### src/rtl/cnn_conv_acc_relu.sv
// ---------------------------------------------------------------------------
// cnn_conv_acc_relu
// Accumulates a stream of signed conv-layer products into one output-pixel
// sum. The first beat of each group is pre-loaded with a left-shifted bias.
// The sum saturates at ACC_W bits. On the last beat the sum is requantised
// with round-half-up, passed through an optional ReLU, clamped to OUT_W bits
// and presented on a registered valid/ready output.
//
// Ports
//   ap_clk, ap_rst_n        : clock (rising edge), async active-low reset
//   prod_valid/prod_ready   : product beat handshake
//   prod_data, prod_last    : signed product, end-of-group marker
//   bias                    : signed bias, sampled on the first beat only
//   out_valid/out_ready     : result handshake
//   out_data                : signed activation
//   acc_sat                 : accumulator saturated during the presented group
//   grp_len                 : beat count of the presented group (mod 2^16)
// ---------------------------------------------------------------------------
module cnn_conv_acc_relu #(
  parameter int PROD_W     = 24,
  parameter int BIAS_W     = 14,
  parameter int ACC_W      = 32,
  parameter int OUT_W      = 14,
  parameter int SHIFT      = 8,
  parameter int BIAS_SHIFT = 8,
  parameter bit RELU_EN    = 1'b1
) (
  input  logic              ap_clk,
  input  logic              ap_rst_n,
  input  logic              prod_valid,
  output logic              prod_ready,
  input  logic [PROD_W-1:0] prod_data,
  input  logic              prod_last,
  input  logic [BIAS_W-1:0] bias,
  output logic              out_valid,
  input  logic              out_ready,
  output logic [OUT_W-1:0]  out_data,
  output logic              acc_sat,
  output logic [15:0]       grp_len
);

  // One guard bit above the accumulator is enough to detect overflow of
  // acc + product and to hold the rounding addend without wrapping.
  localparam int EW = ACC_W + 1;
  typedef logic signed [EW-1:0] ext_t;

  localparam ext_t ACC_MAX_E = {2'b00, {(ACC_W-1){1'b1}}};
  localparam ext_t ACC_MIN_E = {2'b11, {(ACC_W-1){1'b0}}};
  localparam ext_t OUT_MAX_E = {{(EW-OUT_W+1){1'b0}}, {(OUT_W-1){1'b1}}};
  localparam ext_t OUT_MIN_E = {{(EW-OUT_W+1){1'b1}}, {(OUT_W-1){1'b0}}};
  localparam ext_t RND_E     = {{(EW-1){1'b0}}, 1'b1} << (SHIFT-1);

  // State registers
  logic signed [ACC_W-1:0] acc_q, acc_d;
  logic                    first_q, first_d;
  logic [15:0]             beat_cnt_q, beat_cnt_d;
  logic                    sat_q, sat_d;
  logic                    out_valid_q, out_valid_d;
  logic [OUT_W-1:0]        out_data_q, out_data_d;
  logic                    acc_sat_q, acc_sat_d;
  logic [15:0]             grp_len_q, grp_len_d;

  // Datapath intermediates
  ext_t             prod_e_s;
  ext_t             bias_e_s;
  ext_t             base_s;
  ext_t             sum_s;
  ext_t             sum_sat_s;
  ext_t             rnd_s;
  ext_t             shr_s;
  logic             clamp_s;
  logic             accept_s;
  logic [OUT_W-1:0] act_s;

  // A full output register blocks the whole group, not only its last beat.
  assign prod_ready = !out_valid_q || out_ready;
  assign accept_s   = prod_valid && prod_ready;

  // Accumulate, saturate, requantise, ReLU and clamp the candidate result.
  always_comb begin
    prod_e_s = {{(EW-PROD_W){prod_data[PROD_W-1]}}, prod_data};
    bias_e_s = {{(EW-BIAS_W){bias[BIAS_W-1]}}, bias} << BIAS_SHIFT;

    if (first_q) begin
      base_s = bias_e_s;
    end else begin
      base_s = {acc_q[ACC_W-1], acc_q};
    end
    sum_s = base_s + prod_e_s;

    if (sum_s > ACC_MAX_E) begin
      sum_sat_s = ACC_MAX_E;
      clamp_s   = 1'b1;
    end else if (sum_s < ACC_MIN_E) begin
      sum_sat_s = ACC_MIN_E;
      clamp_s   = 1'b1;
    end else begin
      sum_sat_s = sum_s;
      clamp_s   = 1'b0;
    end

    // Adding half an output LSB before the arithmetic shift rounds half up.
    rnd_s = sum_sat_s + RND_E;
    shr_s = rnd_s >>> SHIFT;

    if (RELU_EN && shr_s[EW-1]) begin
      act_s = {OUT_W{1'b0}};
    end else if (shr_s > OUT_MAX_E) begin
      act_s = OUT_MAX_E[OUT_W-1:0];
    end else if (shr_s < OUT_MIN_E) begin
      act_s = OUT_MIN_E[OUT_W-1:0];
    end else begin
      act_s = shr_s[OUT_W-1:0];
    end
  end

  // Next-state for the group accumulator and the output register.
  always_comb begin
    acc_d       = acc_q;
    first_d     = first_q;
    beat_cnt_d  = beat_cnt_q;
    sat_d       = sat_q;
    out_valid_d = out_valid_q;
    out_data_d  = out_data_q;
    acc_sat_d   = acc_sat_q;
    grp_len_d   = grp_len_q;

    if (accept_s) begin
      if (prod_last) begin
        // Close the group: publish the result and re-arm for the next one.
        acc_d       = {ACC_W{1'b0}};
        first_d     = 1'b1;
        beat_cnt_d  = 16'd0;
        sat_d       = 1'b0;
        out_valid_d = 1'b1;
        out_data_d  = act_s;
        acc_sat_d   = sat_q | clamp_s;
        grp_len_d   = beat_cnt_q + 16'd1;
      end else begin
        acc_d       = sum_sat_s[ACC_W-1:0];
        first_d     = 1'b0;
        beat_cnt_d  = beat_cnt_q + 16'd1;
        sat_d       = sat_q | clamp_s;
        // A beat is only accepted when the output is empty or draining.
        out_valid_d = 1'b0;
      end
    end else begin
      out_valid_d = out_valid_q && !out_ready;
    end
  end

  // State and output registers with asynchronous reset.
  always_ff @(posedge ap_clk or negedge ap_rst_n) begin
    if (!ap_rst_n) begin
      acc_q       <= {ACC_W{1'b0}};
      first_q     <= 1'b1;
      beat_cnt_q  <= 16'd0;
      sat_q       <= 1'b0;
      out_valid_q <= 1'b0;
      out_data_q  <= {OUT_W{1'b0}};
      acc_sat_q   <= 1'b0;
      grp_len_q   <= 16'd0;
    end else begin
      acc_q       <= acc_d;
      first_q     <= first_d;
      beat_cnt_q  <= beat_cnt_d;
      sat_q       <= sat_d;
      out_valid_q <= out_valid_d;
      out_data_q  <= out_data_d;
      acc_sat_q   <= acc_sat_d;
      grp_len_q   <= grp_len_d;
    end
  end

  assign out_valid = out_valid_q;
  assign out_data  = out_data_q;
  assign acc_sat   = acc_sat_q;
  assign grp_len   = grp_len_q;

endmodule

### config.mk
export PLATFORM = sky130hd
export DESIGN_NAME = cnn_conv_acc_relu
export DESIGN_NICKNAME = d
export VERILOG_FILES = /design/src/rtl/cnn_conv_acc_relu.sv
export SDC_FILE = /design/constraint.sdc
export NUM_CORES = 1
export LEC_CHECK = 0
export ABC_CLOCK_PERIOD_IN_PS = 5350
export CAP_MARGIN = 5
export CELL_PAD_IN_SITES_DETAIL_PLACEMENT = 1
export CELL_PAD_IN_SITES_GLOBAL_PLACEMENT = 1
export CORE_UTILIZATION = 44
export CTS_CLUSTER_SIZE = 24
export DETAILED_ROUTE_END_ITERATION = 8
export DONT_BUFFER_PORTS = 1
export HOLD_SLACK_MARGIN = 0.05
export PLACE_DENSITY_LB_ADDON = 0.15
export SLEW_MARGIN = 20
export SYNTH_ARGS = -nofsm -noshare
export SYNTH_HDL_FRONTEND = slang
export SYNTH_SLANG_ARGS = --single-unit
export TNS_END_PERCENT = 10
### constraint.sdc
create_clock -name ap_clk -period 5.35 [get_ports ap_clk]
set_input_delay 0.8025 -clock ap_clk [delete_from_list [all_inputs] [get_ports ap_clk]]
set_output_delay 0.8025 -clock ap_clk [all_outputs]
set_load 0.01 [all_outputs]
; After elaboration in Yosys (flattened, before gate mapping)
; Cells that the tools add are included.
[word_totals]
romBits = 0
ram_bits = 0
register_bits = 82
latch_bits = 0
word_cells = 35
n_memories = 0
[classes]
div = 0
n_mux = 13
addsub = 3
multipliers = 0
order_cmp = 4
eq_ne = 0
n_reduce_logical = 6
shift = 0
bitwise = 1
[op_table]
columns = cell, n
row1 = $mux 33, 3
row2 = $mux 14, 3
row3 = $add 33x24->33, 1
row4 = $add 33x9->33 const B, 1
row5 = $gt 33x32->1 const B, 1
row6 = $lt 33x32->1 const B, 1
row7 = $mux 32, 1
row8 = $gt 25x14->1 const B, 1
row9 = $lt 25x14->1 const B, 1
row10 = $add 16x1->16 const B, 1
row11 = $mux 16, 1
row12 = $mux 1, 5
row13 = $logic_and 1x1->1, 2
row14 = $logic_not 1->1, 2
row15 = $reduce_and 2->1, 1
row16 = $logic_or 1x1->1, 1
row17 = $or 1x1->1, 1

; Depth between registers and ports, before layout
[logic_depth]
ltp_word = 10
mapped_depth = 24
ltp_nobuf = 19

; Least setup slack after synthesis
; Ideal clock, no wire load.
[synth_timing]
path_type = reg2reg
start = register first_q
end = register out_data_q[10], in the netlist out_data[10]
n_path_buf = 6
arrival_ns = 5.389
path_slack_ns = -0.164
synth_period_minus_slack_ns = 5.514
path_stages_with_launch = 24
path_cell_list = dfstp_2 -> clkbuf_1 -> clkbuf_1 -> mux2_2 -> ha_1 -> clkbuf_1 -> nand2_1 -> o21ai_1 -> and2_1 -> o41ai_2 -> o41ai_2 -> a21oi_1 -> clkbuf_1 -> clkbuf_1 -> mux2i_1 -> nor2_1 -> ha_1 -> o311ai_4 -> a2111oi_0 -> or2_1 -> a21oi_2 -> a2111oi_4 -> buf_6 -> a21oi_2
[synth_via]
elab_chain_len = 10
word_cells_on_any_way = 12
classes_between = add/sub: 2 / order compare: 4 / mux: 6
[synth_lines]
columns = item, line_no
row1 = "start, declared", 55  ; logic first_q, first_d;
row2 = "start signal, assigned", 165  ; first_q <= first_d;
row3 = $mux 33 (*), 84  ; if (first_q) begin
row4 = $add 33x24->33 (*), 89  ; sum_s = base_s + prod_e_s;
row5 = $lt 33x32->1, 94  ; end else if (sum_s < ACC_MIN_E) begin
row6 = $mux 33, 94
row7 = $mux 33 (*), 91  ; if (sum_s > ACC_MAX_E) begin
row8 = $add 33x9->33 (*), 103  ; rnd_s = sum_sat_s + RND_E;
row9 = $lt 25x14->1, 110  ; end else if (shr_s < OUT_MIN_E) begin
row10 = $mux 14, 110
row11 = $mux 14, 108  ; end else if (shr_s > OUT_MAX_E) begin
row12 = $mux 14 (*), 106  ; if (RELU_EN && shr_s[EW-1]) begin
row13 = "end signal, assigned", 160  ; out_data_q <= {OUT_W{1'b0}};
row14 = "end signal, assigned", 169  ; out_data_q <= out_data_d;
row15 = "end, declared", 59  ; logic [OUT_W-1:0] out_data_q, out_data_d;
; Mark *: on every way between the ends. The rest lies on a longest branch, timed or not.
; A chain may end at the register's enable or synchronous reset.

; Worst setup path after layout
[layout_timing]
start = register first_q
end = register out_data_q[3], in the netlist out_data[3]
; The elaborated chain is that of the path after synthesis.

==> reports/qor.yml <==
p_leak_nw: 3.33
async_flop_share: 1.00
die_x_um: 127
fmax_ghz: 0.190
drt_iter0_markers: 567
fin_setup_tns_ns: 0
final_util: 0.523
wl_mm: 24.8
top_layer_used: "met4"
cts_sinks: 82
p_total_w: 0.00464
period_share: 0.983
p_per_area_nw_per_um2: 585
syn-num-nets: 934
relSlewSlack: 0.360
pin_count: 76
hold_buffers: 0
min_period_ns: 5.26
via_per_inst: 6.34
grt_max_degree: 83
cts_tree: "done"
dieHeight_um: 127
drc_errors: 0
rows: 45
final_nets: 973
dp_slack_ns: -0.176
worst_slack_ns: 0.0918
wl_met2_mm: 11.8
diodes: 0
wl_per_cell_um: 22.8
hp-class: "in -> async"
clk_latency_ns: 0.35
clockBufferDepth: 2
num-fill-cells: 1846
area_delta_synth_final_pct: 16.2
grt.total_usage: 0.314
peakVddDrop_uv: 225
required_ns: 5.58
yosysSeqAreaShare: 0.301
hold_violations: 0
worstMarginPinSlew_ns: 0.960
htreeDepth: 3
start_util: 0.450
dp_hpwl_mm: 18.6
synth_seq_cells: 82
cts_made_buffers: 9
crit_fanout: 11
start_kind: "register"
wl_met1_mm: 10.8
root_buffer: "clkbuf_16"
firstDrtPassIters: 5
status: "finished clean"
synthFlopType: "dfrtp_1"
end_kind: "register"
arrival_ns: 5.48
drive_gt1_frac: 0.180
synthCells: 856
finClkSkew_ns: 0.00835
setup_viol: 0
synth_edf_count: 0
grt_overflow: 0
antenna_left: 0
synth_area_leaders: "dfrtp_1 30%, o21ai_0 8.3%, nand2_1 6.3%"
path_clk_slew_ns: 0.06
grt_pass1_vias: 7126
placeableCoreArea_um2: 15100
vias: 6897
max-cap-violations: 0
dieArea_um2: 16000
synth_area_per_cell_um2: 7.97
antenna_found_initial: 0
met3_length_mm: 1.57
yosysUniqueCellTypes: 77
io_buffers: 0
synth.top_cell.area_share: 0.297
gp_congestion: 0.930
yosysWarnings: 0
drv_slew: 0
crit_type: "reg -> reg"
grt_pass1_wl_mm: 38.9
synth_area_leader_cell: "dfrtp_1"
synthesis.area_um2: 6820
repair_timing:
item,CTS,global route
setup endpoints to repair,13,13
pin swaps,3,10
gates resized for setup,2,39
cloned,0,2
buffers inserted,4,11
cell type report:
class,count,area [um2],share of cell area
Clock buffer,12,236,0.0298
Clock inverter,4,28.8,0.00363
Inverter,24,90.1,0.0114
Multi-Input combinational cell,707,4690,0.593
Sequential cell,82,2060,0.260
Tap cell,188,235,0.0297
Timing Repair Buffer,71,581,0.0733
synthesized netlist by cell type (all sizes together) (2+ instances only):
cell type and n:
clkbuf 31, a31oi 8, buf 13, o311a 2, nand2b 9, o211a 2, a41o 2, nor4 4
nor3 32, o21a 3, a21oi 76, a211oi 11, o41ai 2, mux2 13, a22oi 3, a41oi 3
inv 24, nand3 22, and2 5, a21boi 2, nand2 117, xor2 20, o211ai 13, a22o 10
o21bai 4, and4 3, nand3b 3, o22ai 10, a2111oi 4, ha 34, dfrtp 81, xnor2 31
nor2b 13, nor2 50, o31ai 2, o21ai 119, a211o 2, nand4 12, and3 22, o22a 3
a21o 8, or3 9, or2 2
cells in the final DEF, fill, tap and decap left out, types with 4 or more instances in the layout:
master / n
o22ai_1: 9
a21oi_2: 13
nor2_1: 48
a21o_1: 8
or3_1: 7
nand4_1: 12
inv_1: 24
clkbuf_16: 10
nand2b_1: 8
dfrtp_1: 81
xor2_1: 19
nand2_1: 113
a22o_1: 10
buf_4: 66
mux2_2: 13
a211oi_1: 6
xnor2_1: 30
a31oi_1: 7
ha_2: 5
o21bai_1: 4
ha_1: 28
o21ai_1: 7
o21ai_0: 111
nor4_1: 4
nor2b_1: 13
and3_1: 22
nand3_1: 22
a21oi_1: 61
o211ai_1: 11
and2_1: 5
nor3_1: 30
worst max-delay path, stage by stage, from the launching register on:
cell and delay [ns]:
dfstp_4 0.68, buf_2 0.23, mux2_2 0.36, ha_1 0.37
nand2_1 0.17, a2111oi_2 0.30, a22oi_2 0.15, o211ai_2 0.28
a41o_2 0.32, buf_4 0.21, nor3_1 0.07, or3_4 0.42
ha_4 0.20, o311ai_4 0.15, o311a_1 0.26, nor2_1 0.07
a2bb2oi_2 0.15, a2111oi_4 0.32, buf_4 0.20, clkbuf_16 0.15
a21oi_2 0.05
routing by layer:
| layer | GRT usage | vias to the layer above |
|---|---|---|
| li1 | - | 3200 |
| met1 | 0.408 | 3435 |
| met2 | 0.524 | 221 |
| met3 | 0.0569 | 41 |
| met4 | 0.106 | 0 |
| met5 | 0 | - |
metrics by stage:
stage	instances	area [um2]	hold WS (ns)
after global routing	1088	7920	0.131
after floorplan	856	6820	0.442
after detailed placement	1055	7290	0.479
final	1088	7920	0.146
after global placement	1055	7290	0.459
after CTS	1075	7600	0.133
power by group:
group,switching [W],total (W),internal (W)
sequential,0.000145,0.000932,0.000787
combinational,0.00195,0.00313,0.00119
clock,0.000257,0.000572,0.000315
total,0.00235,0.00464,0.00229
sequential cells by signal, summed over array words and instances, names as in the netlist:
name / flops
first_q: 1
acc_sat: 1
sat_q: 1
acc_q: 32
grp_len: 16
beat_cnt_q: 16
out_valid: 1
out_data: 14
path summary, 6_finish.rpt:
check,from,endpoint,slack [ns],cells past startpoint
max,first_q$_DFFE_PN1P_,out_data[3]$_DFFE_PN0P_,0.09,20
min,ap_rst_n,acc_q[1]$_DFFE_PN0P_,0.15,0
max reg2reg,first_q$_DFFE_PN1P_,out_data[3]$_DFFE_PN0P_,0.09,20
min reg2reg,acc_q[0]$_DFFE_PN0P_,acc_q[0]$_DFFE_PN0P_,0.49,2
max in group asynchronous,ap_rst_n,first_q$_DFFE_PN1P_,5.00,0
min in group ap_clk,acc_q[0]$_DFFE_PN0P_,acc_q[0]$_DFFE_PN0P_,0.49,2
cells by family after synthesis:
family,count (synthesis),synth area share
AO/OA/AOI/OAI,299,0.289
XOR/XNOR,51,0.0655
adder cells (fa/ha/maj),35,0.0653
buffers and inverters,68,0.0413
flip-flops,82,0.301
multiplexers,14,0.0229
AND/OR/NAND/NOR,307,0.215
Power figures use the tool's default switching activity.
